## config.mk

```make
export PLATFORM = sky130hd
export DESIGN_NAME = fetch_unit
export DESIGN_NICKNAME = d
export VERILOG_FILES = /design/src/rtl/fetch_pkg.sv /design/src/rtl/fetch_buf.sv /design/src/rtl/fetch_unit.sv
export SDC_FILE = /design/constraint.sdc
export NUM_CORES = 1
export LEC_CHECK = 0
export CORE_MARGIN = 2
export CORE_UTILIZATION = 25
export DETAILED_ROUTE_END_ITERATION = 6
export DONT_BUFFER_PORTS = 1
export GPL_TIMING_DRIVEN = 0
export PLACE_DENSITY = 0.47
export RECOVER_POWER = 100
export SLEW_MARGIN = 20
export SYNTH_ARGS = -nofsm -noshare
export SYNTH_HDL_FRONTEND = slang
export SYNTH_SLANG_ARGS = --single-unit
```

## constraint.sdc

```tcl
create_clock -name clk -period 5.51 [get_ports clk]
set_input_delay 1.102 -clock clk [delete_from_list [all_inputs] [get_ports clk]]
set_output_delay 1.102 -clock clk [all_outputs]
set_load 0.05 [all_outputs]
```

## src/rtl/fetch_pkg.sv

```systemverilog
// Shared types and constants for the instruction fetch stage.
// Holds the fetch FSM encoding and the architectural NOP.
package fetch_pkg;

    typedef enum logic [1:0] {
        S_REQ  = 2'd0,
        S_WAIT = 2'd1,
        S_DROP = 2'd2
    } fetch_state_t;

    localparam logic [31:0] NOP_INSTR        = 32'h0000_0013;
    localparam logic [31:0] RESET_PC_DEFAULT = 32'h0000_0000;

endpackage

```

## src/rtl/fetch_buf.sv

```systemverilog
// One-entry instruction/PC buffer feeding the decode register.
// Flush beats write, write beats consume.
module fetch_buf
    import fetch_pkg::*;
#(
    parameter int DATA_WIDTH    = 32,
    parameter int ADDRESS_WIDTH = 32
) (
    input  logic                     clk,
    input  logic                     rst,
    input  logic                     wr,
    input  logic [DATA_WIDTH-1:0]    wr_instr,
    input  logic [ADDRESS_WIDTH-1:0] wr_pc,
    input  logic                     consume,
    input  logic                     flush,
    output logic                     valid,
    output logic [DATA_WIDTH-1:0]    instr,
    output logic [ADDRESS_WIDTH-1:0] pc
);

    always_ff @(posedge clk) begin
        if (rst) begin
            valid <= 1'b0;
            instr <= DATA_WIDTH'(NOP_INSTR);
            pc    <= '0;
        end else if (flush) begin
            valid <= 1'b0;
        end else if (wr) begin
            valid <= 1'b1;
            instr <= wr_instr;
            pc    <= wr_pc;
        end else if (consume) begin
            valid <= 1'b0;
        end
    end

endmodule

```

## src/rtl/fetch_unit.sv

```systemverilog
// Instruction fetch stage: single outstanding request, one-entry
// output buffer, redirect flush with in-flight response discard.
module fetch_unit
    import fetch_pkg::*;
#(
    parameter int DATA_WIDTH    = 32,
    parameter int ADDRESS_WIDTH = 32,
    parameter logic [ADDRESS_WIDTH-1:0] RESET_PC =
        ADDRESS_WIDTH'(RESET_PC_DEFAULT)
) (
    input  logic                     clk,
    input  logic                     rst,
    input  logic                     stall,
    input  logic                     redirect,
    input  logic [ADDRESS_WIDTH-1:0] redirect_pc,
    output logic                     imem_req,
    output logic [ADDRESS_WIDTH-1:0] imem_addr,
    input  logic                     imem_ready,
    input  logic                     imem_rvalid,
    input  logic [DATA_WIDTH-1:0]    imem_rdata,
    output logic [DATA_WIDTH-1:0]    f_instr,
    output logic [ADDRESS_WIDTH-1:0] f_pc,
    output logic [ADDRESS_WIDTH-1:0] f_pcplus4,
    output logic                     f_valid
);

    fetch_state_t state_q, state_d;

    logic [ADDRESS_WIDTH-1:0] pc_q;
    logic [ADDRESS_WIDTH-1:0] req_pc_q;
    logic                     accept;
    logic                     buf_wr;
    logic                     ib_valid;
    logic [DATA_WIDTH-1:0]    ib_instr;
    logic [ADDRESS_WIDTH-1:0] ib_pc;

    // Issue only when the buffer is guaranteed free by response time.
    assign imem_req = (state_q == S_REQ) & (~ib_valid | ~stall)
                    & ~redirect & ~rst;
    assign imem_addr = pc_q;
    assign accept    = imem_req & imem_ready;

    always_comb begin
        state_d = state_q;
        buf_wr  = 1'b0;
        unique case (state_q)
            S_REQ: begin
                if (accept) state_d = S_WAIT;
            end
            S_WAIT: begin
                unique case (1'b1)
                    (redirect && imem_rvalid):  state_d = S_REQ;
                    (redirect && !imem_rvalid): state_d = S_DROP;
                    (!redirect && imem_rvalid): begin
                        buf_wr  = 1'b1;
                        state_d = S_REQ;
                    end
                    default: ;
                endcase
            end
            S_DROP: begin
                if (imem_rvalid) state_d = S_REQ;
            end
            default: state_d = S_REQ;
        endcase
    end

    always_ff @(posedge clk) begin
        if (rst) begin
            state_q  <= S_REQ;
            pc_q     <= RESET_PC;
            req_pc_q <= '0;
        end else begin
            state_q <= state_d;
            if (redirect)
                pc_q <= redirect_pc & ~ADDRESS_WIDTH'(3);
            else if (accept)
                pc_q <= pc_q + ADDRESS_WIDTH'(4);
            if (accept)
                req_pc_q <= pc_q;
        end
    end

    fetch_buf #(
        .DATA_WIDTH   (DATA_WIDTH),
        .ADDRESS_WIDTH(ADDRESS_WIDTH)
    ) u_buf (
        .clk     (clk),
        .rst     (rst),
        .wr      (buf_wr),
        .wr_instr(imem_rdata),
        .wr_pc   (req_pc_q),
        .consume (~stall),
        .flush   (redirect),
        .valid   (ib_valid),
        .instr   (ib_instr),
        .pc      (ib_pc)
    );

    assign f_valid   = ib_valid & ~rst;
    assign f_instr   = f_valid ? ib_instr : DATA_WIDTH'(NOP_INSTR);
    assign f_pc      = rst ? '0 : ib_pc;
    assign f_pcplus4 = f_pc + ADDRESS_WIDTH'(4);

endmodule

```

==> Word level (Yosys, flattened, before mapping) <==
Index checks and enable logic that the tools add are counted.
{ "totals": {"elab_cells": 48, "in_bits": 70, "regBits": 131} }
{ "op_classes": {"reduce_logical": 11, "add_sub_neg": 2, "muxes": 12, "bitwise": 10, "eq_ne": 6} }
{ "ops": {"columns": ["cell", "n"], "rows": [
  ["$mux 32", 4],
  ["$add 32x3->32 const B", 2],
  ["$pmux 2 s3", 1],
  ["$and 1x1->1", 5],
  ["$mux 1", 4],
  ["$mux 2", 2],
  ["$ne 2x2->1 const B", 2],
  ["$not 1->1", 4],
  ["$pmux 2 s2", 1],
  ["$reduce_or 2->1", 2],
  ["$logic_and 1x1->1", 3],
  ["$ne 3x3->1 const B", 1],
  ["$reduce_and 3->1", 1],
  ["$eq 2x1->1 const B", 1],
  ["$eq 2x2->1 const B", 1],
  ["$logic_not 1->1", 2],
  ["$logic_not 2->1", 1],
  ["$ne 2x1->1 const B", 1],
  ["$reduce_and 2->1", 1],
  ["$reduce_bool 2->1", 1],
  ["$or 1x1->1", 1]
]} }

==> Depth between registers and ports, before layout <==
Gate-level depths: netlist of run 1.
{ "depth": {"depth_word": 8, "depth_mapped": 11} }

==> Modules after synthesis <==
A second synthesis of run 1 with hierarchy kept.
{ "unflattened": {"cells_unflattened": 841, "area_unflattened_um2": 7135.6} }
{ "modules_own_cells": {"columns": ["module", "seq_area_each_um2", "area_per_inst_um2", "cells_per_inst", "instances"], "rows": [
  ["fetch_unit", 1241.2, 4000.1, 547, 1],
  ["fetch_buf", 1301.2, 3135.5, 294, 1]
]} }

==> Least setup slack after synthesis of run 1 <==
No wires, ideal clock.
{ "synth_timing": {"kind": "input port to output port", "startpoint": "input rst", "endpoint": "output f_pcplus4[30]", "n_path_buf": 4, "t_arrival_ns": 4.573, "stages": 11, "slack_ns": -0.165, "path_cell_list": "buf_2 > buf_4 > buf_2 > buf_2 > nor2b_1 > ha_1 > and2_1 > nand4_4 > nor4_4 > nand4_1 > xnor2_1"} }
{ "synth_between": {"elab_chain_len": 2} }
{ "synth_rtl": {"columns": ["item", "line_no", "text"], "rows": [
  ["start: declaration", "fetch_unit.sv:12", "input logic rst,"],
  ["$mux 32", "fetch_unit.sv:102", "assign f_pc = rst ? '0 : ib_pc;"],
  ["named net f_pc[3]", "fetch_unit.sv:22", "output logic [ADDRESS_WIDTH-1:0] f_pc,"],
  ["$add 32x3->32", "fetch_unit.sv:103", "assign f_pcplus4 = f_pc + ADDRESS_WIDTH'(4);"],
  ["end: declaration", "fetch_unit.sv:23", "output logic [ADDRESS_WIDTH-1:0] f_pcplus4,"]
]} }
The timed path passes the listed nets, and every way through them passes these cells.

==> Worst setup path after layout of run 1 <==
Ends and elaborated chain as after synthesis.

==> results of run 1 <==
[cells in the final DEF, fill, tap and decap left out, drive strengths merged, types with 4 or more instances in the layout]
cell      n
nand2   212
nor2     32
nor4      7
dfxtp   125
inv       9
a22oi     5
xnor2    18
buf      23
a31oi     8
a21oi   113
mux2      4
bufinv    4
nor2b    35
and2     38
nor3     10
nand3    28
o21ai     8
clkinv    6
nand4    25
and3     12
nand3b    5
nand2b   10
a21o      4
xor2     16
clkbuf   56
conb      6
[synthesized netlist by cell type, drive strengths merged (5+ instances only)]
master,n
a31oi,8
inv,9
o21ai,8
nand3,28
a22oi,5
clkbuf,28
nand2,212
dfxtp,125
and2,38
nor4,7
xnor2,18
nor2b,35
nand4,25
nor3,10
xor2,16
a21oi,113
buf,32
nor2,32
nand2b,10
and3,12
nand3b,5
[layer usage]
metal,share of wire (%),global-route usage [%],routed length (um),vias to the layer above
met4,1.2,4.02,255,0
met3,6.9,4.98,1510,22
li1,-,-,-,2830
met5,0,0,0,-
met2,45,26.6,9960,179
met1,47,22.3,10300,2629
[cells by family after synthesis]
kind of cell               share of synthesized area [%]
DFF                                                 40.2
muxes                                              0.723
adders and majority gates                          0.402
and+or+nand+nor                                     34.1
AOI/OAI and AO/OA                                   14.5
xor gates and xnor gates                            4.78
buffers and inverters                               5.24
other                                             0.0602
[worst max-delay path by stage]
stage	from	end	cells after the start
2_1_floorplan	rst	f_pcplus4[24]	10
3_3_place_gp	rst	f_pcplus4[24]	10
3_5_place_dp	rst	f_pcplus4[24]	10
4_1_cts	rst	f_pcplus4[16]	9
5_1_grt	rst	f_pcplus4[22]	11
6_report	rst	f_pcplus4[30]	11
[report_power, final]
part	total (mW)	leakage, nW	switching [mW]	internal (mW)
registers	1.00	1.01	0.0809	0.924
clock network	1.22	0.310	0.438	0.783
logic	0.119	1.24	0.0833	0.0357
[what timing repair did]
action	4_1_cts	5_1_grt
pin swaps	0	2
gates resized for setup	9	3
setup endpoints to repair	10	5
[stage by stage]
step | hold slack, ns | cells
floorplan | 0.429 | 826
global placement | 0.439 | 1150
detailed placement | 0.442 | 1150
CTS | 0.450 | 1182
global route | 0.468 | 1182
finish | 0.448 | 1182
[registers in the layout, summed over array words and instances (netlist names)]
signal / cells
req_pc_q: 30
imem_addr: 30
u_buf.instr: 32
u_buf.valid: 1
state_q: 2
u_buf.pc: 30
[area by class of cell]
| class | count | share of cell area [%] |
|---|---|---|
| multi-input cells | 632 | 48.0 |
| flip-flops and latches | 125 | 33.7 |
| clock buffers | 19 | 6.11 |
| clock inverters | 13 | 2.55 |
| inverters | 9 | 0.506 |
| well taps | 324 | 5.46 |
| plain buffers | 60 | 3.68 |
[tightest hold or removal path, cell delays in order, from the launching register on]
cell	delay, ns
dfxtp_1	0.30
nand2_1	0.05
a21oi_1	0.05
==> results.json, run 1 <==
{
  "dp_hpwl_um": 16800,
  "worstHoldPathType": "flip-flop to flip-flop",
  "synthToLayoutAreaGrowth_pct": 19.1,
  "avgRoutedWirePerCell_um": 18.6,
  "drtPass1Iterations": 5,
  "clkTransAtPathRegs_ns": 0.06,
  "ios": 200,
  "cts_made_buffers": 17,
  "fmax_mhz": 187,
  "fin_crit_sh_pct": 97.0,
  "hold_depth": 2,
  "synth_edf_count": 0,
  "n_antenna_cell": 0,
  "min_from": "u_buf.instr[28]",
  "synthCells": 821,
  "worst_ep_arrival_time_ns": 4.24,
  "grt.overflow.total": 0,
  "endpoint_kind": "output pin",
  "row_count": 57,
  "rsz0062_at_grt": "true",
  "crit_type": "input pin to output pin",
  "htree_num_levels": 4,
  "path_cells": "buf_2, buf_4, buf_2, buf_2, nor2b_4, ha_1, and2_1, nand4_4, nor4_4, nand4_1, xnor2_4",
  "multiInputGateArea_um2": 3560,
  "timing.rr.start": "imem_addr[10]",
  "drc": 0,
  "critPathMaxFanout": 10,
  "ir_worst_vdd_uv": 180,
  "gp_congestion": 0.832,
  "fin_crit_ns": 5.35,
  "yosysTopAreaCellShare_pct": 40.2,
  "fin_worst_skew_ns": 0.00786,
  "nNetsFinal": 917,
  "grt_pass1_vias": 5431,
  "setup_tns_ns": 0,
  "synth.distinct_cells": 55,
  "ys.flop_type": "dfxtp_1",
  "cts_hold_buf": 0,
  "insertion_delay_ns": 0.42,
  "worst-r2r-cell-count": 5,
  "ys_warn_count": 0,
  "slowest_stage": "xnor2_4",
  "drt_iter0_drc": 346,
  "viasPerCell": 4.79,
  "cellLeakagePower_nw": 2.56,
  "utilization_pct": 30.4,
  "yosys_register_bits": 125,
  "cts_setup_buffers": 0,
  "cts_tree": "yes",
  "drv_slew": 0,
  "worst_pin_slew_ns": 1.14,
  "drtAntennaViolNets": 0,
  "whs_endpoint": "u_buf.instr[28]",
  "initial_core_util_pct": 25.5,
  "placed_area_um2": 6690,
  "fin_ws_ns": 0.164,
  "netlist.top_cell.by_area": "dfxtp_1",
  "pre_cts_slack_ns": -0.545,
  "cp-start-kind": "input pin",
  "setup_violations": 0,
  "critical_path.top_delay_family": "simple AND/OR/NAND/NOR gates",
  "die_x_um": 162,
  "root_buffer": "clkbuf_16",
  "powerDensity_nw_per_um2": 316,
  "worstPathRequired_ns": 4.41,
  "die_h_um": 162,
  "grt_pass1_wl_um": 33400,
  "crit_buf_inv": 4,
  "cts.sinks": 125,
  "drive_gt1_share_pct": 9.56,
  "avgSynthCellArea_um2": 7.59,
  "fin_area_um2": 7420,
  "drv_cap": 0,
  "status": "finished, final reports clean",
  "regArea_um2": 2500,
  "ys_seq_area_share_pct": 40.2,
  "grt_usage_pct": 16.7,
  "nFillCells": 2733,
  "dieArea_um2": 26200,
  "grt_max_degree": 17,
  "finalWirelength_um": 22000,
  "r2r_setup_slack_ns": 2.86,
  "timing.rr.end": "imem_addr[22]",
  "numPortBuffers": 0,
  "power_mw": 2.35,
  "core_um2": 24400,
  "hold_violations": 0,
  "syn_area_um2": 6230,
  "synth_async_sr_flop_share_pct": 0,
  "antenna_found_initial": 0,
  "synthTopCellsByArea": "dfxtp_1 40%, nand2_1 13%, a21oi_1 9.1%",
  "critPathMaxStageDelay_ns": 0.49,
  "path_common_cell": "buf_2",
  "clock_path_buffers": 2,
  "slew-limit-headroom_pct": 23.9,
  "num_vias": 5660
}
Power figures use the tool's default switching activity.
==> run 2: changes to the inputs <==
--- a/config.mk
+++ b/config.mk
@@ -10,7 +10,6 @@
 export DETAILED_ROUTE_END_ITERATION = 6
 export DONT_BUFFER_PORTS = 1
 export GPL_TIMING_DRIVEN = 0
-export PLACE_DENSITY = 0.47
 export RECOVER_POWER = 100
 export SLEW_MARGIN = 20
 export SYNTH_ARGS = -nofsm -noshare
==> constraint.sdc (replaced) <==
create_clock -name clk -period 5.9 [get_ports clk]
set_input_delay 1.18 -clock clk [delete_from_list [all_inputs] [get_ports clk]]
set_output_delay 1.18 -clock clk [all_outputs]
set_load 0.05 [all_outputs]
==> run 2 against run 1 <==
Against the previous run:
- worst hold slack improved by 0.0014 ns
- critical path type unchanged
- global-route usage rose by 0.17 points
- clock power fell by 9%
- count of clock-buffer cells in the layout rose by 1
- clock skew fell by 0.0010 ns
- core utilization fell by 0.64 points
- total power fell by 7.8%
- critical path depth fell by 2
- register-to-register slack improved by 0.42 ns
- sequential power fell by 6%
- critical endpoint is now f_pcplus4[14]
- via count rose by 2.0%
- worst setup slack improved by 0.016 ns
==> results.json, run 2 (synthesized netlist as in run 1, its figures left out) <==
{
  "antenna_found_initial": 0,
  "ios": 200,
  "slew-limit-headroom_pct": 9.05,
  "drtPass1Iterations": 5,
  "hold_violations": 0,
  "grt_pass1_vias": 5558,
  "grt_pass1_wl_um": 33500,
  "finalWirelength_um": 22600,
  "critPathMaxFanout": 10,
  "crit_type": "input pin to output pin",
  "worst_pin_slew_ns": 1.36,
  "worstHoldPathType": "flip-flop to flip-flop",
  "synthToLayoutAreaGrowth_pct": 16.6,
  "final_common_cell": "nand2_1",
  "die_h_um": 162,
  "drt_iter0_drc": 513,
  "final_cell_mix": "212 x nand2_1, 125 x dfxtp_1, 113 x a21oi_1",
  "viasPerCell": 4.89,
  "row_count": 57,
  "n_antenna_cell": 0,
  "drv_cap": 0,
  "gp_congestion": 0.887,
  "numPortBuffers": 0,
  "insertion_delay_ns": 0.42,
  "met3_length_um": 2240,
  "drive_gt1_share_pct": 7.35,
  "nNetsFinal": 917,
  "status": "finished, final reports clean",
  "largest_register_ffs": 32,
  "core_um2": 24400,
  "fin_area_um2": 7260,
  "clock_path_buffers": 2,
  "grt_max_degree": 17,
  "wl_met1_um": 9690,
  "fmax_mhz": 175,
  "pre_cts_slack_ns": -0.684,
  "fin_crit_sh_pct": 96.9,
  "avgRoutedWirePerCell_um": 19.1,
  "powerDensity_nw_per_um2": 298,
  "fin_crit_ns": 5.72,
  "power_mw": 2.16,
  "grt_usage_pct": 16.9,
  "timing.hold.ws_ns": 0.449,
  "dieArea_um2": 26200,
  "drc": 0,
  "cts_made_buffers": 17,
  "cp-start-kind": "input pin",
  "grt.overflow.total": 0,
  "setup_violations": 0,
  "rsz0062_at_grt": "false",
  "worstPathRequired_ns": 4.72,
  "initial_core_util_pct": 25.5,
  "cts_tree": "yes",
  "ir_worst_vdd_uv": 173,
  "drtAntennaViolNets": 0,
  "worst_ep_arrival_time_ns": 4.54,
  "placed_area_um2": 6680,
  "dr.max_layer_used": "met4",
  "cellLeakagePower_nw": 2.48,
  "clkTransAtPathRegs_ns": 0.06,
  "htree_num_levels": 4,
  "cts.sinks": 125,
  "fin_ws_ns": 0.180,
  "die_x_um": 162,
  "endpoint_kind": "output pin",
  "dp_hpwl_um": 17600,
  "num_vias": 5775,
  "drv_slew": 0,
  "root_buffer": "clkbuf_16",
  "dr_wl_met2_um": 10300,
  "regMostFlops": "u_buf.instr",
  "fin_worst_skew_ns": 0.00682
}
[run 2: cell count changes in the layout (fill, tap and decap cells not counted), moves of 4 or more]
cell | before | now
and2_1 | 37 | 8
clkbuf_1 | 37 | 43
xnor2_4 | 4 | 0
buf_1 | 4 | 0
nor2b_2 | 9 | 1
and2_0 | 1 | 30
nor2b_1 | 25 | 33
[run 2: final timing paths]
| kind | cells after the start | slack, ns | end | startpoint |
|---|---|---|---|---|
| setup / recovery | 9 | 0.18 | f_pcplus4[14] | rst |
| hold / removal | 2 | 0.45 | u_buf.instr[10] | u_buf.instr[10] |
| setup reg to reg | 5 | 3.28 | imem_addr[29] | imem_addr[10] |
| hold reg to reg | 2 | 0.45 | u_buf.instr[10] | u_buf.instr[10] |
[run 2: worst max-delay path, stage by stage]
cell and delay, ns:
buf_2 0.22, buf_4 0.27, nand2b_1 0.57, clkinvlp_4 0.50
ha_1 0.41, and2_1 0.22, nand4_4 0.15, nor2_1 0.08
xnor2_1 0.91
[run 2: stage by stage]
stage | std cells | TNS (ns) | util [%]
3_3_place_gp | 1150 | -3.66 | 27.3
5_1_grt | 1181 | 0 | 29.8
3_5_place_dp | 1150 | -3.43 | 27.4
6_report | 1181 | 0 | 29.8
4_1_cts | 1181 | 0 | 30.3
2_1_floorplan | 826 | 0 | -
[run 2: timing repair]
action                     CTS  global route
setup buffers                0             0
hold buffers                 0             0
setup endpoints to repair    9             2
gates resized for setup     10             0
pin swaps                    0             2
[run 2: area by class of cell]
type                       count  area, um^2
buffer                        60         272
clock buffer                  20         457
clock inverter                11         166
fill                        2712       17100
inverter                       9        37.5
multi-input combinational    632        3420
sequential                   125        2500
tap                          324         405
[run 2: per-layer routing]
| layer | GRT usage, % | vias up |
|---|---|---|
| li1 | - | 2820 |
| met1 | 20.9 | 2679 |
| met2 | 27.6 | 253 |
| met3 | 6.38 | 23 |
| met4 | 4.79 | 0 |
| met5 | 0 | - |
[run 2: where the power goes]
part | switching (mW) | internal, mW | total (mW)
registers | 0.0764 | 0.863 | 0.939
clock network | 0.389 | 0.725 | 1.11
logic | 0.0766 | 0.0330 | 0.110
